===== src/rtl/stopwatch_pkg.sv =====
// Shared stopwatch definitions: FSM state encodings, special display nibbles and
// the SS.CC display formatter.
package stopwatch_pkg;

    typedef enum logic [1:0] {
        ST_IDLE = 2'd0,
        ST_RUN  = 2'd1,
        ST_LAP  = 2'd2,
        ST_STOP = 2'd3
    } state_t;

    // Nibble codes the 7-segment driver renders as symbols rather than digits.
    localparam logic [3:0] SEG_DASH  = 4'hA;
    localparam logic [3:0] SEG_BLANK = 4'hB;

    localparam logic [15:0] BCD_MAX = 16'h9999;

    function automatic logic [15:0] fmt_display(input logic [15:0] bcd, input bit blank_lz);
        logic [15:0] r;
        r = bcd;
        if (blank_lz && (bcd[15:12] == 4'd0))
            r[15:12] = SEG_BLANK;
        return r;
    endfunction

endpackage


===== src/rtl/stopwatch_core_bcd_digit_cnt.sv =====
// One BCD decade (0..9) with carry-out; four of these chain into the SS.CC count.
module bcd_digit_cnt (
    input  logic       clk,
    input  logic       clr,
    input  logic       clr_sync,
    input  logic       en,
    output logic [3:0] q,
    output logic       carry
);

    assign carry = en & (q == 4'd9);

    always_ff @(posedge clk or posedge clr) begin
        if (clr)
            q <= 4'd0;
        else if (clr_sync)
            q <= 4'd0;
        else if (en)
            q <= (q == 4'd9) ? 4'd0 : q + 4'd1;
    end

endmodule


===== src/rtl/stopwatch_core.sv =====
// SS.CC stopwatch: button synchronizers, centisecond prescaler, run/lap/stop FSM
// and the registered display word for the 4-digit 7-segment driver.
//
//   state   | meaning
//   --------+--------------------------------------------------
//   ST_IDLE | cleared, waiting for start
//   ST_RUN  | counting, display shows live count
//   ST_LAP  | counting, display frozen on captured lap value
//   ST_STOP | halted, count and prescaler fraction held
module stopwatch_core
    import stopwatch_pkg::*;
#(
    parameter int TICK_DIV = 1_000_000,
    parameter bit BLANK_LZ = 1'b1
) (
    input  logic        clk,
    input  logic        clr,
    input  logic        btn_start_stop,
    input  logic        btn_lap,
    output logic [15:0] x,
    output logic        running,
    output logic        frozen
);

    localparam int PW = (TICK_DIV > 1) ? $clog2(TICK_DIV) : 1;
    localparam logic [PW-1:0] PRE_LAST = PW'(TICK_DIV - 1);

    state_t state_q, state_d;

    logic [2:0]    ss_sync, lap_sync;
    logic          ss_p, lap_p;
    logic [PW-1:0] pre_cnt;
    logic          tick, at_max, ovf, cnt_en;
    logic          clear_all, lap_load;
    logic [3:0]    dig   [4];
    logic [3:0]    carry;
    logic [3:0]    dig_en;
    logic [15:0]   count, lap_reg;

    // Two synchronizer stages, a third for edge history, then a registered pulse.
    always_ff @(posedge clk or posedge clr) begin
        if (clr) begin
            ss_sync  <= 3'b000;
            lap_sync <= 3'b000;
            ss_p     <= 1'b0;
            lap_p    <= 1'b0;
        end else begin
            ss_sync  <= {ss_sync[1:0], btn_start_stop};
            lap_sync <= {lap_sync[1:0], btn_lap};
            ss_p     <= ss_sync[1] & ~ss_sync[2];
            lap_p    <= lap_sync[1] & ~lap_sync[2];
        end
    end

    assign running = (state_q == ST_RUN) || (state_q == ST_LAP);
    assign frozen  = (state_q == ST_LAP);

    always_ff @(posedge clk or posedge clr) begin
        if (clr)
            pre_cnt <= '0;
        else if (clear_all)
            pre_cnt <= '0;
        else if (running)
            pre_cnt <= (pre_cnt == PRE_LAST) ? '0 : pre_cnt + PW'(1);
    end

    assign tick   = running && (pre_cnt == PRE_LAST);
    assign count  = {dig[3], dig[2], dig[1], dig[0]};
    assign at_max = (count == BCD_MAX);
    assign cnt_en = tick & ~at_max;
    // carry[3] can only fire on a would-be wrap, which at_max already blocks.
    assign ovf    = (tick & at_max) | carry[3];

    genvar gi;
    generate
        for (gi = 0; gi < 4; gi++) begin : g_digit
            if (gi == 0) begin : g_lsd
                assign dig_en[gi] = cnt_en;
            end else begin : g_upper
                assign dig_en[gi] = carry[gi-1];
            end
            bcd_digit_cnt u_digit (
                .clk      (clk),
                .clr      (clr),
                .clr_sync (clear_all),
                .en       (dig_en[gi]),
                .q        (dig[gi]),
                .carry    (carry[gi])
            );
        end
    endgenerate

    always_ff @(posedge clk or posedge clr) begin
        if (clr)
            state_q <= ST_IDLE;
        else
            state_q <= state_d;
    end

    always_comb begin
        state_d   = state_q;
        clear_all = 1'b0;
        lap_load  = 1'b0;
        if (ovf) begin
            state_d = ST_STOP;
        end else begin
            case (state_q)
                ST_IDLE: if (ss_p) state_d = ST_RUN;
                ST_RUN: begin
                    if (ss_p) begin
                        state_d = ST_STOP;
                    end else if (lap_p) begin
                        state_d  = ST_LAP;
                        lap_load = 1'b1;
                    end
                end
                ST_LAP: begin
                    if (ss_p)
                        state_d = ST_STOP;
                    else if (lap_p)
                        state_d = ST_RUN;
                end
                ST_STOP: begin
                    if (ss_p) begin
                        state_d = ST_RUN;
                    end else if (lap_p) begin
                        state_d   = ST_IDLE;
                        clear_all = 1'b1;
                    end
                end
                default: state_d = ST_IDLE;
            endcase
        end
    end

    always_ff @(posedge clk or posedge clr) begin
        if (clr)
            lap_reg <= '0;
        else if (clear_all)
            lap_reg <= '0;
        else if (lap_load)
            lap_reg <= count;
    end

    always_ff @(posedge clk or posedge clr) begin
        if (clr)
            x <= fmt_display(16'h0000, BLANK_LZ);
        else
            x <= fmt_display((state_q == ST_LAP) ? lap_reg : count, BLANK_LZ);
    end

endmodule


===== config.mk =====
export PLATFORM = sky130hd
export DESIGN_NAME = stopwatch_core
export DESIGN_NICKNAME = d
export VERILOG_FILES = /design/src/rtl/stopwatch_pkg.sv /design/src/rtl/stopwatch_core_bcd_digit_cnt.sv /design/src/rtl/stopwatch_core.sv
export SDC_FILE = /design/constraint.sdc
export NUM_CORES = 1
export LEC_CHECK = 0
export ABC_AREA = 1
export CORE_UTILIZATION = 40
export DETAILED_ROUTE_END_ITERATION = 8
export GPL_TIMING_DRIVEN = 0
export SYNTH_ARGS = -nofsm -noshare
export SYNTH_HDL_FRONTEND = slang
export SYNTH_SLANG_ARGS = --single-unit

===== constraint.sdc =====
create_clock -name clk -period 4 [get_ports clk]
set_clock_uncertainty 0.15 [all_clocks]
set_input_delay 1.2 -clock clk [delete_from_list [all_inputs] [get_ports clk]]
set_output_delay 1.2 -clock clk [all_outputs]
set_load 0.05 [all_outputs]

# Word-level counts from Yosys, hierarchy flattened
# Index checks and enable logic that the tools add are counted.
# op_classes
eq_ne	13
muxes	34
multipliers	0
n_bitwise	12
add_sub_neg	5
n_lt_le_gt_ge	0
div_mod_pow	0
shifts	0
n_reduce_logical	11
# op_table
operator	count
2-to-1 mux 20 bit	3
2-to-1 mux 4 bit	13
2-to-1 mux 16 bit	3
adder 20 x 1 -> 20 bit, second input constant	1
== test 20 bit, second input constant	1
adder 4 x 1 -> 4 bit, second input constant	4
== test 16 bit, second input constant	1
== test 4 bit, second input constant	4
2-to-1 mux 2 bit	8
nonzero test 2 bit	6
bitwise AND 1 bit	8
!= test 4 bit, second input constant	2
case mux 2 bit (4 select lines)	1
2-to-1 mux 1 bit	6
== test 2 bit, second input constant	2
zero test 4 bit	1
!= test 4 x 1 -> 1 bit, second input constant	1
AND reduction 4 bit	1
!= test 3 bit, second input constant	1
NOT 1 bit	3
== test 2 x 1 -> 1 bit, second input constant	1
zero test 2 bit	1
logical AND 1 bit	1
logical OR 1 bit	1
bitwise OR 1 bit	1
# word_totals
latchBits	0
mem_count	0
inputBits	4
out_inout_bits	18
ram_bits	0
rom_bits	0
reg_bits	78
word_cells	87

# Longest topological paths before layout
# logic_depth
depth_word	12
ltp_mapped	12
depth_no_buf	12

# Hierarchy
# Synthesis repeated with hierarchy kept, for this count alone.
# hier_totals
cells_unflattened	579
area_unflattened_um2	4391.7
# modules_own_cells
mod	seq_area_each_um2	area_per_inst_um2	cells_per_inst	n_inst
stopwatch_core	1555.2	3315.7	431	1
bcd_digit_cnt	100.1	269.0	37	4

# Worst setup path after synthesis
# OpenSTA, ideal clock, no wires.
# synth_timing
path_type	reg-to-output
from	register state_q[0]
to	output port running
slack_ns	1.514
arrival_ns	1.136
path_stages_with_launch	3
n_path_buf	0
t_required_ns	2.650
path_cell_list	dfrtp_1 inv_1 ha_1
# synth_via
elab_chain_cells	2
elab_cells_between_ends	3
classes_between	eq/ne (2); reduce/logical (1)
# synth_lines
item	line	rtl
from (decl)	stopwatch_core.sv:28	state_t state_q, state_d;
from (signal assigned)	stopwatch_core.sv:97	state_q <= state_d;
== test 2 x 1 -> 1 bit / == test 2 bit (equally long branches)	stopwatch_core.sv:55	assign running = (state_q == ST_RUN) || (state_q == ST_LAP);
logical OR 1 bit (*)	stopwatch_core.sv:55	
to (decl)	stopwatch_core.sv:21	output logic running,
# Every way passes the cells marked *; elsewhere a longest branch is shown, timed or not.

# Final worst setup path
# Same ends and word-level chain as after synthesis.

==> metrics.cfg <==
[worst_setup_path]
worst_setup_path_end_kind=output pin
worstSetupStartpointType=flop
required_ps=2650
arrival_ps=2210
regToRegSetupSlack_ps=1660
path_max_fanout=5
crit_type=flop to output pin

[placed_design]
place_congestion=0.858
dp_slack_ps=820
hpwl_um=6710
portBuffers=21

[flow_run]
maxCapViolCount=0

[clock_network]
post-cts-setup-buffers=0
path_clk_slew_ps=80
root_buffer=clkbuf_8
clk-insertion-delay-late_ps=360
ctsResizeCount=0
clock_path_buffers=2
tritoncts=yes
htree_num_levels=3
cts-buffers-inserted=9
clock_sinks=78
hold_buffers=0

[drt]
first_iter_violations=212
drc=0
wl_per_cell_um=13.2
finalWirelength_um=9060
vias=3422
drtAntennaViolNets=0
avgViaCountPerCell=4.99
drtPass1Iterations=5

[synth]
synth_top_area_share_pct=45.3
yosys.area.top_type=dfrtp_1
syn_avg_cell_area_um2=8.04
synth-seq-cells=78
synth_top_cells_by_count=nand2_1 (145), dfrtp_1 (75), nor2_1 (54)
yosysWarnings=0
synth_cell_types=40
synth_area_mm2=0.00414
syn_nets=533
netlist_top_cells_area=dfrtp_1 (45%), nand2_1 (13%), nor2_1 (4.9%), nand3_1 (4.7%), inv_1 (4.6%)
synth_edf_count=0
synth.most_common_cell=nand2_1
synth_flop_cell=dfrtp_1
ys_seq_area_share_pct=47.2
syn_inst=515
postSynth.asyncResetShare_pct=100

[layout]
nFillCells=992
syn_to_final_growth_pct=15.0
n_antenna_cell=0
drive_above_1_share_pct=10.3
regMostFlops=pre_cnt
finalNetCount=566
largest_reg_flops=20

[outcome]
outcome=completed

[timing]
finalCritPeriodShare_pct=89.0
rsz0062_at_grt=false
hold_ws_ps=204
hold_viol=0
max_freq_ghz=0.281
period_needed_ps=3560
maxSlewHeadroom_pct=51.1
worst_pin_slew_ps=730
setup_violations=0
worst_slack_ps=439
tns_ps=0
maxSlewViolCount=0

[floorplanning]
num_io_pins=22
die_w_um=104
rows=36
coreArea_mm2=0.00991
die_area_mm2=0.0108
die_y_um=104
start_util_pct=41.8

[global_routing]
grt_overflow_total=0
antenna_found_initial=0
grt_first_pass_wirelength_um=15600
grt_pass1_vias=3265
grt_max_degree=41
track_usage_pct=18.3

[min_path]
hold_path_class=flop to flop

[pwr]
ir_drop_v=0.000370
p_per_area_mw_per_mm2=488
p_leak_nw=2.13

stage by stage:
stage | cells | utilization, % | area [um2] | power (mW)
global route | 686 | 48.1 | 4760 | 2.47
CTS | 686 | 48.1 | 4760 | 2.36
global placement | 669 | 45.6 | 4520 | 1.67
finish | 686 | 48.1 | 4760 | 2.33
detailed placement | 670 | 45.8 | 4540 | 1.68
floorplan | 515 | - | 4140 | 1.45
final timing paths:
kind,from,end,depth (start not counted)
max,state_q[0]$_DFFE_PP0P_,running,3
min,ss_sync[0]$_DFF_PP0_,ss_sync[1]$_DFF_PP0_,0
max reg2reg,state_q[0]$_DFFE_PP0P_,pre_cnt[7]$_DFFE_PP0P_,6
min reg2reg,ss_sync[0]$_DFF_PP0_,ss_sync[1]$_DFF_PP0_,0
max in group asynchronous,clr,x[12]$_DFF_PP1_,3
min in group asynchronous,clr,pre_cnt[9]$_DFFE_PP0P_,2
worst max-delay path, cell delays in order (launching register included):
cell	delay, ps
dfrtp_1	410
inv_1	120
ha_1	460
clkdlybuf4s50_1	860
power by group:
part | total [mW] | switching (mW) | internal (mW)
Combinational | 0.755 | 0.547 | 0.208
Clock | 0.660 | 0.305 | 0.355
Sequential | 0.911 | 0.0532 | 0.858
cells by family (layout without fill, tap and decap cells):
group / count (synthesis) / after routing / synth area share, %
flip-flops: 78 / 78 / 47.2
AND/OR/NAND/NOR: 271 / 271 / 28.8
XOR/XNOR: 12 / 12 / 2.54
adder cells (fa/ha/maj): 14 / 14 / 4.23
buffers and inverters: 68 / 106 / 7.04
AO/OA/AOI/OAI: 70 / 70 / 9.70
multiplexers: 2 / 2 / 0.483
metal layers:
metal | routed length (um) | share of wire [%] | track usage, %
met5 | 0 | 0 | 0
met2 | 3940 | 43 | 27.6
met1 | 4700 | 52 | 25.7
met4 | 180 | 2.0 | 9.18
met3 | 244 | 2.7 | 2.64
cell type report:
type | count | area [um2] | share of cell area, %
Sequential cell | 78 | 1960 | 41.1
Multi-Input combinational cell | 369 | 1900 | 39.8
Buffer | 12 | 81.3 | 1.71
Tap cell | 133 | 166 | 3.49
Timing Repair Buffer | 22 | 230 | 4.83
Clock buffer | 9 | 124 | 2.60
Clock inverter | 7 | 96.3 | 2.02
Inverter | 56 | 213 | 4.47
placed cells by master, fill, tap and decap left out, types with 3 or more instances in the layout:
cell	netlist	final
nand2_2	7	7
clkdlybuf4s50_1	0	21
dfrtp_1	75	75
inv_1	51	50
clkbuf_1	3	3
o22ai_2	3	3
buf_4	3	3
o22ai_1	4	4
clkbuf_8	0	9
o21ai_1	17	17
o21ai_0	27	27
nor2_4	3	3
nor2_1	54	54
nor2_2	4	4
nand3_1	39	39
buf_6	3	3
ha_1	14	14
xor2_1	11	11
inv_2	5	5
a21oi_1	10	10
nand4_1	10	10
nand2_1	145	145
dfstp_2	3	3
Power figures use the tool's default switching activity.
